## config.mk

```make
export PLATFORM = sky130hd
export DESIGN_NAME = paddle_collide
export DESIGN_NICKNAME = d
export VERILOG_FILES = /design/src/rtl/pong_pkg.sv /design/src/rtl/paddle_hit_check.sv /design/src/rtl/paddle_collide.sv
export SDC_FILE = /design/constraint.sdc
export NUM_CORES = 1
export LEC_CHECK = 0
export ABC_AREA = 1
export CAP_MARGIN = 20
export CORE_MARGIN = 2
export CORE_UTILIZATION = 54
export CTS_CLUSTER_SIZE = 30
export DETAILED_ROUTE_END_ITERATION = 10
export PLACE_DENSITY = 0.9
export SLEW_MARGIN = 20
export SYNTH_ARGS = -nofsm -noshare
export SYNTH_HDL_FRONTEND = slang
export SYNTH_SLANG_ARGS = --single-unit
```

## constraint.sdc

```tcl
create_clock -name clk -period 6.5 [get_ports clk]
set_input_delay 1.3 -clock clk [delete_from_list [all_inputs] [get_ports clk]]
set_output_delay 1.3 -clock clk [all_outputs]
set_load 0.01 [all_outputs]
```

## src/rtl/pong_pkg.sv

```systemverilog
// Shared types and default sizes for the four-player pong collision logic.
package pong_pkg;

  localparam int DEFAULT_GRID       = 16;
  localparam int DEFAULT_PADDLE_LEN = 4;

  typedef enum logic [1:0] {
    SIDE_LEFT  = 2'd0,
    SIDE_RIGHT = 2'd1,
    SIDE_TOP   = 2'd2,
    SIDE_DOWN  = 2'd3
  } side_e;

  typedef enum logic [1:0] {
    ST_IDLE = 2'd0,
    ST_SCAN = 2'd1,
    ST_DONE = 2'd2
  } state_e;

endpackage

```

## src/rtl/paddle_hit_check.sv

```systemverilog
// Combinational hit test of the ball against one paddle wall.
// PADDLE_EDGE_EN widens the window by one cell at each end of the paddle.
module paddle_hit_check
  import pong_pkg::*;
#(
  parameter int GRID       = DEFAULT_GRID,
  parameter int PADDLE_LEN = DEFAULT_PADDLE_LEN,
  parameter int COORD_W    = $clog2(GRID)
) (
  input  side_e              side,
  input  logic [COORD_W-1:0] ball_x,
  input  logic [COORD_W-1:0] ball_y,
  input  logic [COORD_W-1:0] start,
  output logic               hit,
  output logic [COORD_W-1:0] offset
);

  localparam int EW = COORD_W + 1;
  localparam logic [EW-1:0]      LEN_E   = EW'(PADDLE_LEN);
  localparam logic [EW-1:0]      LAST_E  = EW'(GRID - 1);
  localparam logic [COORD_W-1:0] NEAR_LO = COORD_W'(1);
  localparam logic [COORD_W-1:0] NEAR_HI = COORD_W'(GRID - 2);

  logic               candidate;
  logic [COORD_W-1:0] along;
  logic [EW-1:0]      along_e;
  logic [EW-1:0]      start_e;
  logic [EW-1:0]      lo_e;
  logic [EW-1:0]      hi_e;

  always_comb begin
    candidate = 1'b0;
    along     = ball_y;
    case (side)
      SIDE_LEFT:  begin candidate = (ball_x == NEAR_LO); along = ball_y; end
      SIDE_RIGHT: begin candidate = (ball_x == NEAR_HI); along = ball_y; end
      SIDE_TOP:   begin candidate = (ball_y == NEAR_LO); along = ball_x; end
      SIDE_DOWN:  begin candidate = (ball_y == NEAR_HI); along = ball_x; end
      default:    begin candidate = 1'b0;                along = ball_y; end
    endcase

    // Extra bit keeps start+PADDLE_LEN from wrapping back into the field.
    along_e = {1'b0, along};
    start_e = {1'b0, start};
`ifdef PADDLE_EDGE_EN
    lo_e   = (start == '0) ? '0 : start_e - EW'(1);
    hi_e   = start_e + LEN_E;
    offset = along - start + COORD_W'(1);
`else
    lo_e   = start_e;
    hi_e   = start_e + LEN_E - EW'(1);
    offset = along - start;
`endif
    if (hi_e > LAST_E) begin
      hi_e = LAST_E;
    end

    hit = candidate && (along_e >= lo_e) && (along_e <= hi_e);
    if (!hit) begin
      offset = '0;
    end
  end

endmodule

```

## src/rtl/paddle_collide.sv

```systemverilog
// Sequential four-side collision detector: latches a request, scans one side per cycle, reports hits.
// PADDLE_EDGE_EN (passed through to paddle_hit_check) selects the widened hit window.
module paddle_collide
  import pong_pkg::*;
#(
  parameter int GRID       = DEFAULT_GRID,
  parameter int PADDLE_LEN = DEFAULT_PADDLE_LEN,
  parameter int COORD_W    = $clog2(GRID)
) (
  input  logic               clk,
  input  logic               rst,
  input  logic               req,
  input  logic [COORD_W-1:0] pos_x,
  input  logic [COORD_W-1:0] pos_y,
  input  logic [COORD_W-1:0] player_pos_left,
  input  logic [COORD_W-1:0] player_pos_right,
  input  logic [COORD_W-1:0] player_pos_top,
  input  logic [COORD_W-1:0] player_pos_down,
  output logic               busy,
  output logic               valid,
  output logic [3:0]         collide,
  output logic [1:0]         hit_side,
  output logic [COORD_W-1:0] hit_offset
);

  state_e             state_q, state_d;
  side_e              side_q, side_d;
  logic [COORD_W-1:0] ball_x_q, ball_x_d;
  logic [COORD_W-1:0] ball_y_q, ball_y_d;
  logic [COORD_W-1:0] pad_q [4];
  logic [COORD_W-1:0] pad_d [4];
  logic [3:0]         scratch_q, scratch_d;
  logic               found_q, found_d;
  side_e              first_side_q, first_side_d;
  logic [COORD_W-1:0] first_off_q, first_off_d;
  logic [3:0]         collide_q, collide_d;
  side_e              hit_side_q, hit_side_d;
  logic [COORD_W-1:0] hit_offset_q, hit_offset_d;
  logic               valid_q, valid_d;
  logic               busy_q, busy_d;

  logic               chk_hit;
  logic [COORD_W-1:0] chk_off;

  paddle_hit_check #(
    .GRID       (GRID),
    .PADDLE_LEN (PADDLE_LEN),
    .COORD_W    (COORD_W)
  ) u_check (
    .side   (side_q),
    .ball_x (ball_x_q),
    .ball_y (ball_y_q),
    .start  (pad_q[side_q]),
    .hit    (chk_hit),
    .offset (chk_off)
  );

  always_comb begin
    state_d      = state_q;
    side_d       = side_q;
    ball_x_d     = ball_x_q;
    ball_y_d     = ball_y_q;
    pad_d        = pad_q;
    scratch_d    = scratch_q;
    found_d      = found_q;
    first_side_d = first_side_q;
    first_off_d  = first_off_q;
    collide_d    = collide_q;
    hit_side_d   = hit_side_q;
    hit_offset_d = hit_offset_q;
    valid_d      = 1'b0;

    case (state_q)
      ST_IDLE: begin
        if (req) begin
          ball_x_d     = pos_x;
          ball_y_d     = pos_y;
          pad_d[0]     = player_pos_left;
          pad_d[1]     = player_pos_right;
          pad_d[2]     = player_pos_top;
          pad_d[3]     = player_pos_down;
          scratch_d    = '0;
          found_d      = 1'b0;
          first_side_d = SIDE_LEFT;
          first_off_d  = '0;
          side_d       = SIDE_LEFT;
          state_d      = ST_SCAN;
        end
      end
      ST_SCAN: begin
        scratch_d[side_q] = chk_hit;
        // Only the first side that hits supplies the deflection data.
        if (chk_hit && !found_q) begin
          found_d      = 1'b1;
          first_side_d = side_q;
          first_off_d  = chk_off;
        end
        if (side_q == SIDE_DOWN) begin
          state_d = ST_DONE;
        end else begin
          side_d = side_e'(side_q + 2'd1);
        end
      end
      ST_DONE: begin
        collide_d    = scratch_q;
        hit_side_d   = first_side_q;
        hit_offset_d = first_off_q;
        valid_d      = 1'b1;
        state_d      = ST_IDLE;
      end
      default: state_d = ST_IDLE;
    endcase

    // busy covers the whole transaction, including the result cycle.
    busy_d = (state_d != ST_IDLE) || valid_d;
  end

  always_ff @(posedge clk) begin
    if (rst) begin
      state_q      <= ST_IDLE;
      side_q       <= SIDE_LEFT;
      ball_x_q     <= '0;
      ball_y_q     <= '0;
      pad_q        <= '{default: '0};
      scratch_q    <= '0;
      found_q      <= 1'b0;
      first_side_q <= SIDE_LEFT;
      first_off_q  <= '0;
      collide_q    <= '0;
      hit_side_q   <= SIDE_LEFT;
      hit_offset_q <= '0;
      valid_q      <= 1'b0;
      busy_q       <= 1'b0;
    end else begin
      state_q      <= state_d;
      side_q       <= side_d;
      ball_x_q     <= ball_x_d;
      ball_y_q     <= ball_y_d;
      pad_q        <= pad_d;
      scratch_q    <= scratch_d;
      found_q      <= found_d;
      first_side_q <= first_side_d;
      first_off_q  <= first_off_d;
      collide_q    <= collide_d;
      hit_side_q   <= hit_side_d;
      hit_offset_q <= hit_offset_d;
      valid_q      <= valid_d;
      busy_q       <= busy_d;
    end
  end

  assign busy       = busy_q;
  assign valid      = valid_q;
  assign collide    = collide_q;
  assign hit_side   = hit_side_q;
  assign hit_offset = hit_offset_q;

endmodule

```

==> flow_metrics.tcl, run 1 <==
set metrics [dict create \
    status "complete, no violations" \
    syn_area_sq_mm 0.00252 \
    clockBufferDepth 2 \
    cts_tree "yes" \
    dp_hpwl_mm 3.82 \
    postCtsSetupBuffers 0 \
    crit_path_top_delay_cell "dfxtp_1" \
    coreArea_sq_mm 0.00441 \
    finalNetCount 416 \
    period_needed_ns 3.48 \
    drv_slew 0 \
    cts_buffers 5 \
    ir_worst_vdd_mv 0.195 \
    final-hold-violation-count 0 \
    placed_cells 418 \
    crit_arrival_ns 3.69 \
    crit_type "register to register" \
    grt_pass1_vias 2158 \
    drive_gt1_share_pct 5.87 \
    root_buffer "clkbuf_8" \
    layout_common_cells "59 x nor2_1, 51 x dfxtp_1, 44 x nand2_1, 44 x o21ai_0, 38 x clkdlybuf4s50_1" \
    synth-edff-count 0 \
    die_area_sq_mm 0.00523 \
    ys_warn_count 0 \
    grt_first_pass_wirelength_mm 9.26 \
    drc 0 \
    synthTopCellsByArea "dfxtp_1 41%, nor2_1 8.8%, o21ai_0 8.7%" \
    cts_max_level 2 \
    io_buffers 38 \
    die_h_um 72.3 \
    worst_pin_slew_ns 1.03 \
    grt.total_usage_pct 22.4 \
    required_ns 6.71 \
    worst_slack_ns 3.02 \
    worstSetupEndpointType "register" \
    synth.top_cell.area_share_pct 40.5 \
    grt_max_degree 45 \
    ant_nets 0 \
    vias 2337 \
    whs_path_depth 2 \
    crit_top_cell "nand2_1" \
    crit_path_max_fanout 13 \
    synth_nets 386 \
    grt-ovfl-total 0 \
    powerDensity_mw_per_mm2 248 \
    hold_buffers 0 \
    gp_congestion 0.838 \
    diodes 0 \
    place_ws_ns 2.87 \
    start_util_pct 57.1 \
    met2_usage_pct 38.9 \
    num_rows 24 \
    rsz0062_at_grt "no" \
    top_usage_layer "met2" \
    worstReg2RegStart "side_q[0]" \
    synth_flop_cell "dfxtp_1" \
    min-delay-path-class "register to register" \
    via_per_inst 5.47 \
    syn_avg_cell_area_sq_um 7.33 \
    fmax_ghz 0.287 \
    finalSetupTns_ns 0 \
    synthCells 344 \
    antenna_found_initial 0 \
    grtUsageMet3_pct 4.86 \
    cts.sinks 51 \
    startpoint_type "register" \
    grtUsageMet1_pct 26.9 \
    yosysTopAreaCell "dfxtp_1" \
    maxCapViolCount 0 \
    die_w_um 72.3 \
    finalCritPeriodShare_pct 53.5 \
    path_clk_slew_ns 0.09 \
    area_growth_pct 18.9 \
    drtIter0Drc 153 \
    pin_count 39 \
    r2r_end "first_off_q[3]" \
    fin_cells 427 \
    synth_seq_cells 51 \
    timing.reg2reg.setup_slack_ns 3.02 \
    clock_latency_ns 0.31 \
    setup-violations-final 0 \
    ys_types 33 \
    ys_seq_area_share_pct 40.5 \
    async_reset_ff_share_pct 0 \
    max_slew_margin_pct 31.0 \
    cp-startpoint "side_q[0]" \
    utilization_pct 67.9 \
    routed_wirelength_mm 5.48 \
    cp_cell_sequence "clkinv_1 > o21ai_0 > o22a_1 > ha_1 > a21oi_1 > a21oi_1 > ha_1 > nand2_1 > nand2_1 > nand2_1 > nand2_1 > o21ai_4 > nand3_4 > nand2_2 > nand2_1 > clkinv_1 > nor2_2" \
    cp-endpoint "first_off_q[3]" \
    ff2ff_path_depth 17 \
    max_stage_delay_ns 0.61 \
    final_common_cell "nor2_1" \
    leakage_nw 1.24 \
    wire_per_inst_um 12.8 \
    cts_resized 0 \
    clock_skew_ns 0.00899 \
    drtPass1Iterations 4 \
]
-- Yosys cell counts (2+ instances only) --
| cell | instances |
|---|---|
| nor2_1 | 59 |
| a32oi_1 | 2 |
| buf_4 | 3 |
| a31oi_1 | 4 |
| nand3_1 | 13 |
| a21oi_1 | 29 |
| nand2_1 | 44 |
| dfxtp_1 | 51 |
| clkbuf_1 | 12 |
| inv_1 | 32 |
| clkinv_1 | 5 |
| nand4_1 | 7 |
| nand2_2 | 2 |
| nand3_2 | 2 |
| o21ai_0 | 44 |
| nor2_2 | 5 |
| ha_1 | 14 |
-- where the power goes --
group          internal (W)  switching (W)
sequential         0.000333      0.0000141
combinational     0.0000804       0.000124
clock             0.0000874       0.000103
total              0.000501       0.000241
-- worst min-delay path by stage --
stage               slack, ns    endpoint    startpoint
floorplan                0.42  collide[0]  scratch_q[0]
global placement         0.44   pad_q[12]     pad_q[12]
detailed placement       0.45   pad_q[12]     pad_q[12]
CTS                      0.46   pad_q[12]     pad_q[12]
global route             0.49   pad_q[12]     pad_q[12]
finish                   0.46   pad_q[12]     pad_q[12]
-- per-layer routing --
metal  wire length, um  part of all wire [%]
met1              2360                    43
met3               247                   4.5
met2              2770                    50
met4               105                   1.9
met5                 0                     0
-- through the flow --
stage          hold WS (ns)  power, W  cell area (sq um)
4_1_cts               0.464  0.000741               2990
2_1_floorplan         0.425  0.000503               2520
6_report              0.464  0.000742               3000
5_1_grt               0.493  0.000782               3000
3_3_place_gp          0.443  0.000545               2890
3_5_place_dp          0.452  0.000554               2890
-- cell families after synthesis --
family | count (synthesis) | share of synthesized area (%)
AOI/OAI and AO/OA | 87 | 19.0
xor gates and xnor gates | 1 | 0.348
adders and majority gates | 15 | 7.75
buffers and inverters | 54 | 8.54
DFF | 51 | 40.5
and+or+nand+nor | 136 | 23.8
-- final cells by class --
| cell class | instances | area, sq um |
|---|---|---|
| fillers | 341 | 1420 |
| well taps | 52 | 65.1 |
| inverters | 38 | 143 |
| multi-input cells | 239 | 1280 |
| clock inverters | 1 | 8.76 |
| flip-flops and latches | 51 | 1020 |
| repair buffers | 39 | 388 |
| clock buffers | 7 | 86.3 |
-- worst max-delay path: cells and delay by family, from the launching register on --
family,cells,cell delay [ns]
DFF,1,0.61
AOI/OAI and AO/OA,5,1.06
adders and majority gates,2,0.54
and+or+nand+nor,8,0.66
buffers and inverters,2,0.49
-- sequential cells by signal, summed over array words and instances, names as in the netlist, 2 cells and up --
| name | flops |
|---|---|
| state_q | 2 |
| hit_offset | 4 |
| first_side_q | 2 |
| first_off_q | 4 |
| hit_side | 2 |
| side_q | 2 |
| pad_q | 16 |
| collide | 4 |
| ball_y_q | 4 |
| ball_x_q | 4 |
| scratch_q | 4 |
Power figures use the tool's default switching activity.
==> run 2, diff against run 1 <==
--- a/config.mk
+++ b/config.mk
@@ -8,10 +8,10 @@
 export ABC_AREA = 1
 export CAP_MARGIN = 20
 export CORE_MARGIN = 2
-export CORE_UTILIZATION = 54
+export CORE_UTILIZATION = 53
 export CTS_CLUSTER_SIZE = 30
 export DETAILED_ROUTE_END_ITERATION = 10
-export PLACE_DENSITY = 0.9
+export PLACE_DENSITY = 0.89
 export SLEW_MARGIN = 20
 export SYNTH_ARGS = -nofsm -noshare
 export SYNTH_HDL_FRONTEND = slang
==> constraint.sdc (replaced) <==
create_clock -name clk -period 3.4 [get_ports clk]
set_input_delay 0.68 -clock clk [delete_from_list [all_inputs] [get_ports clk]]
set_output_delay 0.68 -clock clk [all_outputs]
set_load 0.01 [all_outputs]
==> flow_metrics.tcl, run 2 (synthesized netlist as in run 1, its figures left out) <==
set metrics [dict create \
    drtPass1Iterations 4 \
    max_stage_delay_ns 0.48 \
    cts_max_level 2 \
    drive_gt1_share_pct 6.91 \
    dp_hpwl_mm 4.07 \
    status "complete, no violations" \
    grt_max_degree 44 \
    drc 0 \
    crit_path_top_delay_cell "dfxtp_2" \
    finalSetupTns_ns 0 \
    placed_cells 422 \
    start_util_pct 54.1 \
    p_int_w 0.000954 \
    powerDensity_mw_per_mm2 467 \
    final_common_cell "nor2_1" \
    clockBufferDepth 2 \
    cp_cell_sequence "clkinvlp_4 > o21ai_0 > o22a_1 > ha_1 > nand2_1 > nor2_1 > o21a_1 > ha_1 > nand4_1 > nand2_1 > o21ai_4 > nand3_4 > nand2_2 > nand2_1 > clkinv_1 > nor2_2" \
    clock_latency_ns 0.30 \
    cts.sinks 51 \
    hold_buffers 0 \
    cp_num_buf_inv 2 \
    worstSetupEndpointType "register" \
    fin_cells 430 \
    worst_pin_slew_ns 0.691 \
    switching_share_pct 32.2 \
    vias 2340 \
    setup-violations-final 0 \
    diodes 0 \
    rsz0062_at_grt "no" \
    die_area_sq_mm 0.00532 \
    crit_type "register to register" \
    pwr-share-clk_pct 24.9 \
    die_w_um 73.0 \
    final-hold-violation-count 0 \
    path_clk_slew_ns 0.09 \
    required_ns 3.61 \
    io_buffers 38 \
    min-delay-path-class "register to register" \
    postCtsSetupBuffers 0 \
    leakage_nw 1.25 \
    cts_buffers 5 \
    via_per_inst 5.44 \
    period_needed_ns 3.00 \
    combPwrFrac_pct 27.9 \
    die_h_um 73.0 \
    drtIter0Drc 102 \
    grt_first_pass_wirelength_mm 9.11 \
    startpoint_type "register" \
    grt.total_usage_pct 22.0 \
    fmax_ghz 0.334 \
    area_growth_pct 19.5 \
    routed_wirelength_mm 5.51 \
    ir_worst_vdd_mv 0.253 \
    drv_slew 0 \
    gp_congestion 0.922 \
    p_seq_share_pct 47.2 \
    finalNetCount 418 \
    wire_per_inst_um 12.8 \
    top_register "pad_q" \
    grt_pass1_vias 2157 \
    finalCritPeriodShare_pct 88.1 \
    crit_arrival_ns 3.21 \
    max_slew_margin_pct 53.8 \
    largest_reg_flops 16 \
    num_rows 25 \
    coreArea_sq_mm 0.00466 \
    cp_top_family "compound AO/OA/AOI/OAI gates" \
    grt-ovfl-total 0 \
    p_sw_w 0.000453 \
    crit_top_cell "nand2_1" \
    cts_tree "yes" \
    root_buffer "clkbuf_8" \
    clock_skew_ns 0.00801 \
    maxCapViolCount 0 \
    antenna_found_initial 0 \
    crit_path_max_fanout 13 \
    layout_common_cells "59 x nor2_1, 50 x dfxtp_1, 44 x nand2_1, 44 x o21ai_0, 38 x clkdlybuf4s50_1" \
    total_power_w 0.00141 \
    pin_count 39 \
    cts_resized 0 \
    ant_nets 0 \
]
==> run 2: cell types whose count changed in the layout (fill, tap and decap cells not counted) <==
| cell | change |
|---|---|
| buf_4 | +2 |
| clkbuf_1 | -1 |
| clkinv_1 | -1 |
| clkinv_2 | +1 |
| clkinv_4 | -1 |
| clkinvlp_4 | +1 |
| dfxtp_1 | -1 |
| dfxtp_2 | +1 |
==> run 2: power groups by stage <==
stage / registers (W) / logic [W] / clock network [W]
final: 0.000664 / 0.000393 / 0.000351
after global routing: 0.000669 / 0.000445 / 0.000375
after CTS: 0.000663 / 0.000392 / 0.000349
after detailed placement: 0.000677 / 0.000391 / 0
after global placement: 0.000675 / 0.000371 / 0
after floorplan: 0.000666 / 0.000295 / 0
==> run 2: worst register-to-register path, stage by stage, from the launching register on <==
cell,delay (ns)
dfxtp_2,0.48
clkinvlp_4,0.26
o21ai_0,0.24
o22a_1,0.29
ha_1,0.26
nand2_1,0.08
nor2_1,0.11
o21a_1,0.12
ha_1,0.25
nand4_1,0.10
nand2_1,0.08
o21ai_4,0.22
nand3_4,0.17
nand2_2,0.12
nand2_1,0.06
clkinv_1,0.05
nor2_2,0.03
==> run 2: worst paths after layout <==
| check | start | endpoint | slack (ns) | cells past startpoint |
|---|---|---|---|---|
| worst max-delay path | side_q[0] | first_off_q[1] | 0.40 | 16 |
| worst min-delay path | scratch_q[2] | collide[2] | 0.47 | 2 |
| worst min register to register | scratch_q[2] | collide[2] | 0.47 | 2 |
| worst max register to register | side_q[0] | first_off_q[1] | 0.40 | 16 |
==> run 2: cell type report <==
class,instances,area (sq um)
Clock inverter,1,5.00
Inverter,38,146
Multi-Input combinational cell,239,1280
Clock buffer,6,82.6
Fill cell,375,1650
Timing Repair Buffer,41,403
Tap cell,54,67.6
Sequential cell,51,1020
==> run 2: metal layers <==
layer,GRT usage (%),wire length [um],vias to the layer above
li1,-,-,1192
met5,0,0,-
met3,4.70,198,13
met2,37.4,2710,55
met1,26.8,2490,1080
met4,9.26,111,0
==> run 2: through the flow <==
step                setup WS [ns]  util [%]  hold WS, ns  instance area, sq um
detailed placement          0.226      62.4        0.444                  2910
global route                0.187      64.6        0.490                  3010
CTS                         0.208      64.3        0.461                  3000
finish                      0.404      64.6        0.468                  3010
global placement            0.415      62.4        0.445                  2910
floorplan                   0.876         -        0.425                  2520
